==> config.mk <==
export PLATFORM = sky130hd
export DESIGN_NAME = mem_port_arbiter
export DESIGN_NICKNAME = d
export VERILOG_FILES = /design/src/rtl/mem_port_arbiter_pkg.sv /design/src/rtl/mem_port_arbiter_rr_arbiter.sv /design/src/rtl/mem_port_arbiter.sv
export SDC_FILE = /design/constraint.sdc
export NUM_CORES = 1
export LEC_CHECK = 0
export BUFFER_PORTS_ARGS = -buffer_cell sky130_fd_sc_hd__buf_2
export CORE_MARGIN = 1.5
export CORE_UTILIZATION = 34
export CTS_CLUSTER_DIAMETER = 40
export CTS_CLUSTER_SIZE = 24
export DETAILED_ROUTE_END_ITERATION = 8
export GPL_ROUTABILITY_DRIVEN = 0
export PLACE_DENSITY = 0.88
export SYNTH_ARGS = -nofsm -noshare
export SYNTH_HDL_FRONTEND = slang
export SYNTH_SLANG_ARGS = --single-unit
==> constraint.sdc <==
create_clock -name clk -period 1.3 [get_ports clk]
set_clock_uncertainty 0.1 [all_clocks]
set_input_delay 0.13 -clock clk [delete_from_list [all_inputs] [get_ports clk]]
set_output_delay 0.13 -clock clk [all_outputs]
set_load 0.01 [all_outputs]
==> src/rtl/mem_port_arbiter_pkg.sv <==
// Shared helper functions for the memory port arbiter.
// Only width and index arithmetic lives here; the block itself is sized by parameters.
package mem_port_arbiter_pkg;

   // Width of a pointer that can address n requesters (never narrower than 1 bit).
   function automatic int ptr_width(input int n);
      return (n > 1) ? $clog2(n) : 1;
   endfunction

   // Index following idx in a ring of n entries.
   function automatic int wrap_inc(input int idx, input int n);
      return (idx + 1 >= n) ? 0 : idx + 1;
   endfunction

endpackage

==> src/rtl/mem_port_arbiter_rr_arbiter.sv <==
// Round-robin selector: picks the first valid requester at or after the
// pointer, wrapping from the highest index back to 0. Purely combinational.
module rr_arbiter #(
   parameter int NUM_REQ = 2,
   parameter int PTR_W   = 1
) (
   input  logic [NUM_REQ-1:0] i_valid,
   input  logic [PTR_W-1:0]   i_ptr,
   output logic [NUM_REQ-1:0] o_grant,
   output logic [PTR_W-1:0]   o_grant_idx
);

   logic found;

   // Search upper segment [ptr, NUM_REQ-1] first, then the wrapped segment [0, ptr-1].
   // NOTE: every output gets a default before the search so no path leaves it unassigned (no latch).
   always_comb begin
      o_grant     = '0;
      o_grant_idx = '0;
      found       = 1'b0;
      for (int i = 0; i < NUM_REQ; i++) begin
         if (!found && i_valid[i] && (i >= int'(i_ptr))) begin
            o_grant[i]  = 1'b1;
            o_grant_idx = PTR_W'(i);
            found       = 1'b1;
         end
      end
      for (int i = 0; i < NUM_REQ; i++) begin
         if (!found && i_valid[i] && (i < int'(i_ptr))) begin
            o_grant[i]  = 1'b1;
            o_grant_idx = PTR_W'(i);
            found       = 1'b1;
         end
      end
   end

endmodule

==> src/rtl/mem_port_arbiter.sv <==
// Shares one single-port registered-output memory between NUM_REQ requesters.
// One access per cycle, round-robin fair; reads answer one cycle after the grant.
module mem_port_arbiter
   import mem_port_arbiter_pkg::*;
#(
   parameter int NUM_REQ     = 2,
   parameter int NUM_ENTRIES = 64,
   parameter int DATA_WIDTH  = 16,
   parameter int ADDR_WIDTH  = $clog2(NUM_ENTRIES)
) (
   input  logic                            clk,
   input  logic                            rst,
   input  logic [NUM_REQ-1:0]              i_req_valid,
   input  logic [NUM_REQ-1:0]              i_req_write,
   input  logic [NUM_REQ*ADDR_WIDTH-1:0]   i_req_addr,
   input  logic [NUM_REQ*DATA_WIDTH-1:0]   i_req_wdata,
   output logic [NUM_REQ-1:0]              o_req_ready,
   output logic [NUM_REQ-1:0]              o_rsp_valid,
   output logic [DATA_WIDTH-1:0]           o_rsp_data,
   output logic                            o_mem_cenb,
   output logic                            o_mem_wenb,
   output logic [ADDR_WIDTH-1:0]           o_mem_addr,
   output logic [DATA_WIDTH-1:0]           o_mem_wdata,
   input  logic [DATA_WIDTH-1:0]           i_mem_rdata
);

   localparam int PTR_W = ptr_width(NUM_REQ);

   // Elaboration-time sanity checks on the parameter set.
   if (NUM_REQ < 2 || NUM_REQ > 8) begin : g_bad_num_req
      $error("mem_port_arbiter: NUM_REQ must be in 2..8");
   end
   if (NUM_ENTRIES > (2 ** ADDR_WIDTH)) begin : g_bad_addr_width
      $error("mem_port_arbiter: ADDR_WIDTH too narrow for NUM_ENTRIES");
   end

   logic [PTR_W-1:0]   ptr_q;
   logic [NUM_REQ-1:0] rr_grant;
   logic [PTR_W-1:0]   grant_idx;
   logic [NUM_REQ-1:0] grant;
   logic               any_grant;
   logic [NUM_REQ-1:0] rd_tag_q;

   rr_arbiter #(
      .NUM_REQ (NUM_REQ),
      .PTR_W   (PTR_W)
   ) u_rr_arbiter (
      .i_valid     (i_req_valid),
      .i_ptr       (ptr_q),
      .o_grant     (rr_grant),
      .o_grant_idx (grant_idx)
   );

   // Nothing is granted while reset is held, so the memory stays idle.
   assign grant       = rst ? '0 : rr_grant;
   assign any_grant   = |grant;
   assign o_req_ready = grant;

   // Route the granted requester onto the memory port; idle values when nobody wins.
   always_comb begin
      o_mem_wenb  = 1'b1;
      o_mem_addr  = '0;
      o_mem_wdata = '0;
      for (int i = 0; i < NUM_REQ; i++) begin
         if (grant[i]) begin
            o_mem_wenb  = ~i_req_write[i];
            o_mem_addr  = i_req_addr[i*ADDR_WIDTH +: ADDR_WIDTH];
            o_mem_wdata = i_req_wdata[i*DATA_WIDTH +: DATA_WIDTH];
         end
      end
   end

   assign o_mem_cenb = ~any_grant;

   // Advance the round-robin pointer past the winner; hold it on idle cycles.
   // NOTE: state registers use non-blocking assignments so every flop samples pre-edge values.
   always_ff @(posedge clk or posedge rst) begin
      if (rst) begin
         ptr_q <= '0;
      end else if (any_grant) begin
         ptr_q <= PTR_W'(wrap_inc(int'(grant_idx), NUM_REQ));
      end
   end

   // Remember which requester issued a read; the memory answers next cycle.
   // Asynchronous clear drops any read in flight when reset hits.
   always_ff @(posedge clk or posedge rst) begin
      if (rst) begin
         rd_tag_q <= '0;
      end else begin
         rd_tag_q <= grant & ~i_req_write;
      end
   end

   assign o_rsp_valid = rd_tag_q;
   // NOTE: memory contents are not reset here; the array owns its own initialisation.
   assign o_rsp_data  = i_mem_rdata;

endmodule

======== Word-level counts from Yosys, hierarchy flattened ========
Cells that the tools add are included.
cells by class
  $add $sub $neg .......................... 1
  $lt $le $gt $ge ......................... 3
  mux-type cells .......................... 13
  bitwise logic cells ..................... 5
  reduce and logical (&&, ||, !) cells .... 7
operators with widths
  operator             number
  $mux 16              2
  $mux 6               2
  $mux 1               8
  $logic_and 1x1->1    4
  $not 1->1            3
  $add 1x1->2 const B  1
  $and 2x2->2          1
  $ge 2x2->1 const B   1
  $logic_not 1->1      2
  $mux 2               1
  $not 2->2            1
  $reduce_or 2->1      1
  $ge 1x1->1 const A   1
  $lt 1x1->1 const A   1
storage, ports and cells
  flip-flop bits (word level) ............. 3
  bits of input ports ..................... 66
  output and inout port bits .............. 44

======== Longest topological paths before layout ========
  word-level depth ........................ 13
  depth in mapped cells ................... 4
  gate-level depth less buffers ........... 2

======== By module ========
From an unflattened synthesis, not the netlist that was laid out.
unflattened totals
  cells, all modules ...................... 111
  area total of the unflattened synthesis .. 744.5 um^2
modules (own cells, without submodules)
  module            instances  cells an instance  area an instance (um^2)  seq. area each (um^2)
  mem_port_arbiter  1          107                718.2                    75.1
  rr_arbiter        1          4                  26.3                     0.0

======== Least setup slack after synthesis ========
OpenSTA, ideal clock, no wires.
  kind .................................... register to output
  start ................................... register ptr_q
  end ..................................... output o_req_ready[0]
  arrival time ............................ 1.006 ns
  required time ........................... 1.070 ns
  path slack .............................. 0.064 ns
  stages on the path, launching flop included .. 5
  buffers on the path ..................... 2
  path through ............................ dfrtp_1 a21bo_1 buf_2 buf_6 nor2_1
between the ends
  longest elaborated chain between the ends .. 11
RTL lines
  element                         line                               source
  from (decl)                     mem_port_arbiter.sv:37             logic [PTR_W-1:0] ptr_q;
  from (signal assigned)          mem_port_arbiter.sv:81             ptr_q <= PTR_W'(wrap_inc(int'(grant_idx), NUM_REQ));
  $ge 1x1->1                      mem_port_arbiter_rr_arbiter.sv:22  if (!found && i_valid[i] && (i >= int'(i_ptr))) begin
  $logic_and 1x1->1               mem_port_arbiter_rr_arbiter.sv:22
  $mux 1                          mem_port_arbiter_rr_arbiter.sv:22
  $logic_not 1->1                 mem_port_arbiter_rr_arbiter.sv:22
  $logic_and 1x1->1               mem_port_arbiter_rr_arbiter.sv:22
  $mux 1                          mem_port_arbiter_rr_arbiter.sv:22
  $logic_not 1->1                 mem_port_arbiter_rr_arbiter.sv:29  if (!found && i_valid[i] && (i < int'(i_ptr))) begin
  $logic_and 1x1->1 (2 in a row)  mem_port_arbiter_rr_arbiter.sv:29
  $mux 1 (*)                      mem_port_arbiter_rr_arbiter.sv:29
  $mux 2 (*)                      mem_port_arbiter.sv:55             assign grant = rst ? '0 : rr_grant;
  to (decl)                       mem_port_arbiter.sv:17             output logic [NUM_REQ-1:0] o_req_ready,
Every way passes the cells marked *; elsewhere a longest branch is shown, timed or not.

======== Worst setup path after layout ========
  start ................................... register ptr_q
  end ..................................... output o_mem_wenb
between the ends
  longest elaborated chain between the ends .. 13
RTL lines
  element                         line                               source
  $ge 1x1->1                      mem_port_arbiter_rr_arbiter.sv:22
  $logic_and 1x1->1               mem_port_arbiter_rr_arbiter.sv:22
  $mux 1                          mem_port_arbiter_rr_arbiter.sv:22
  $logic_not 1->1                 mem_port_arbiter_rr_arbiter.sv:22
  $logic_and 1x1->1               mem_port_arbiter_rr_arbiter.sv:22
  $mux 1                          mem_port_arbiter_rr_arbiter.sv:22
  $logic_not 1->1                 mem_port_arbiter_rr_arbiter.sv:29
  $logic_and 1x1->1 (2 in a row)  mem_port_arbiter_rr_arbiter.sv:29
  $mux 1                          mem_port_arbiter_rr_arbiter.sv:29
  $mux 2 (*)                      mem_port_arbiter.sv:55
  $mux 1                          mem_port_arbiter.sv:65             if (grant[i]) begin
  $mux 1 (*)                      mem_port_arbiter.sv:65
  to (decl)                       mem_port_arbiter.sv:21             output logic o_mem_wenb,
Marked as above.

==> metrics.md <==
| Metric | Value |
|---|---|
| Die area | `0.003236 mm^2` |
| Area Overhead vs Synth | `34.09%` |
| DRT iter0 DRCs | `88` |
| Critical path endpoint category | `output port` |
| Port-buffer cells | `77` |
| Leak | `0.6304 nW` |
| Core area | `0.002758 mm^2` |
| Tightest Pin Transition | `0.5492 ns` |
| Clock Pin Slew Worst Setup and Hold Paths | `0.04 ns` |
| Setup WS post-layout | `-0.2461 ns` |
| Top cells by area, synth | `o32ai_2 31%, nand2b_1 30%, buf_4 12%, dfrtp_1 7.6%, buf_6 6.8%` |
| Via count | `1022` |
| Crit path arrival time | `1.32 ns` |
| Cell taking the most area after synthesis | `o32ai_2` |
| TritonCTS Buffers | `3` |
| Max cap viols | `0` |
| Initial DRT Pass Iterations | `4` |
| I/O pins | `110` |
| Fin Hold WS | `0.07656 ns` |
| Critical path class | `reg2out` |
| Grt ovf | `0` |
| Final setup fails | `25` |
| Later-pin clock latency in the skew report | `0.23 ns` |
| Routed length per instance | `12.61 um` |
| Die height | `56.89 um` |
| Cells along the critical path | `a21bo_2 > buf_12 > o32a_1 > buf_2` |
| CTS tree | `yes` |
| Sequential share of the synthesized area | `7.605%` |
| Failing checks | `setup timing` |
| Filler cells | `280` |
| Sink Count | `3` |
| Worst VDD drop | `522.4 uV` |
| Relative slew margins | `63.33%` |
| Final WL | `2.559 mm` |
| Yosys warning count | `0` |
| Remaining antenna violation count after routing | `0` |
| Post-Syn Area | `987.2 um^2` |
| Crit-path max cell delay | `0.40 ns` |
| Antenna cells | `0` |
| Final instance area | `0.001324 mm^2` |
| Gr usage total | `15.65%` |
| Initial antenna violation count | `0` |
| Placed instance area | `0.001259 mm^2` |
| Maximum operating frequency | `646.8 MHz` |
| Critical Path RT | `1.07 ns` |
| Synth top area share | `31.31%` |
| Fin crit share | `118.9%` |
| H-tree Lvls | `1` |
| Initial cell density of the core | `35.80%` |
| Avg Synthesized Cell Area | `8.814 um^2` |
| Unrepaired setup endpoints after global routing | `yes` |
| Power Dens Cells | `576.1 mW/mm^2` |
| Most frequent cells in the layout | `76 x buf_2, 47 x nand2b_1, 19 x o32ai_2` |
| Cells after synthesis | `112` |
| CTS root buffer | `clkbuf_4` |
| Largest net degree at the start of global routing | `51` |
| Worst Path Max Fanout | `16` |
| Detail-routed via count per cell | `5.034` |
| Status | `complete, but fails checks` |
| Die Wd | `56.89 um` |
| Tmin final | `1.546 ns` |
| Post-CTS Setup Bufs | `0` |
| R2R cell count | `3` |
| Synth unique cells | `17` |
| Number of global-route vias before repair | `1023` |
| Layout Cells excl Fill | `203` |
| Hpwl dp | `1.981 mm` |
| Row count | `19` |
| Residual DRC | `0` |
| Slowest cell on crit path | `dfrtp_1` |
| Tot Pwr | `0.7626 mW` |
| Nets@finish | `239` |
| Share of cells above drive strength 1 | `62.79%` |
| Critical path startpoint category | `flip-flop` |
| Clk buf depth | `2` |
| Endpoints failing hold | `0` |
| #FFs+latches synth | `3` |
| First-pass GRT wire length | `4.243 mm` |
| Syn Nets | `178` |
| Commonest non-fill, non-tap cell in the layout | `buf_2` |
| Placed cell count | `196` |
| Slew Viols, Final | `0` |
| HP Class | `in2async` |
## registers in the layout (all words and copies together), names as in the netlist
signal and count:
o_rsp_valid 2, ptr_q 1
## cells by family after synthesis
logic type | count (synthesis) | share of synthesized area (%)
AO/OA/AOI/OAI | 26 | 37.39
buffers and inverters | 31 | 22.81
flip-flops | 3 | 7.604
AND/OR/NAND/NOR | 52 | 32.19
## final cells by class
| class | count | area (um^2) | share of cell area, % |
|---|---|---|---|
| multi-input cells | 78 | 691.9 | 52.27 |
| well taps | 31 | 38.79 | 2.930 |
| repair buffers | 85 | 484.2 | 36.58 |
| inverters | 2 | 7.507 | 0.5671 |
| clock buffers | 4 | 26.28 | 1.985 |
| flip-flops and latches | 3 | 75.07 | 5.671 |
## per-layer routing
metal / part of all wire, % / vias to the layer above / GRT usage [%]
li1: - / 502 / -
met2: 52 / 52 / 29.56
met3: 9.5 / 8 / 2.995
met5: 0 / - / 0
met1: 37 / 460 / 17.31
met4: 1.3 / 0 / 4.651
## final timing paths
check / startpoint / to / slack [ns]
worst max-delay path: ptr_q$_DFFE_PP0P_ / o_mem_wenb / -0.25
worst min-delay path: rst / o_rsp_valid[0]$_DFF_PP0_ / 0.08
worst max register to register: ptr_q$_DFFE_PP0P_ / o_rsp_valid[0]$_DFF_PP0_ / 0.19
worst min register to register: ptr_q$_DFFE_PP0P_ / ptr_q$_DFFE_PP0P_ / 0.45
max in group asynchronous: rst / ptr_q$_DFFE_PP0P_ / 0.50
min in group clk: i_req_valid[1] / o_rsp_valid[1]$_DFF_PP0_ / 0.16
## power by group
part	total [mW]	internal (mW)	switching, mW
sequential	0.109	0.103	0.00660
clock	0.162	0.115	0.0474
combinational	0.491	0.250	0.241
total	0.763	0.467	0.295
## metrics by stage
step | utilization (%) | TNS, ns | worst slack, ns
after floorplan | - | 0 | 0.06410
after global placement | 45.64 | 0 | 0.005952
after detailed placement | 45.64 | -0.02389 | -0.02389
after CTS | 47.82 | -5.660 | -0.2534
after global routing | 48.00 | -7.084 | -0.3123
final | 48.00 | -5.287 | -0.2461
## Yosys cell counts
master and instances:
buf_2 3, nor2b_1 1, o32a_1 1, a22o_1 1
nor2_1 2, buf_6 6, inv_2 1, inv_1 1
o21ai_0 1, nand2b_1 47, buf_4 16, o32ai_2 19
nor3_1 2, o32ai_1 3, clkbuf_1 4, a21bo_1 1
dfrtp_1 3
## critical path: cells and delay by family (launching register included)
family                 cells  cell delay, ns
AOI/OAI and AO/OA          2            0.39
DFF                        1            0.40
buffers and inverters      2            0.30
## what timing repair did
item | 4_1_cts | 5_1_grt
hold buffers | 3 | 0
endpoints found under the setup margin | 25 | 26
gates cloned | 0 | 0
hold endpoints to repair | 3 | 0
pin swaps | 1 | 0
resized for setup | 1 | 3
Note: power is estimated with default switching activity, not from simulation.
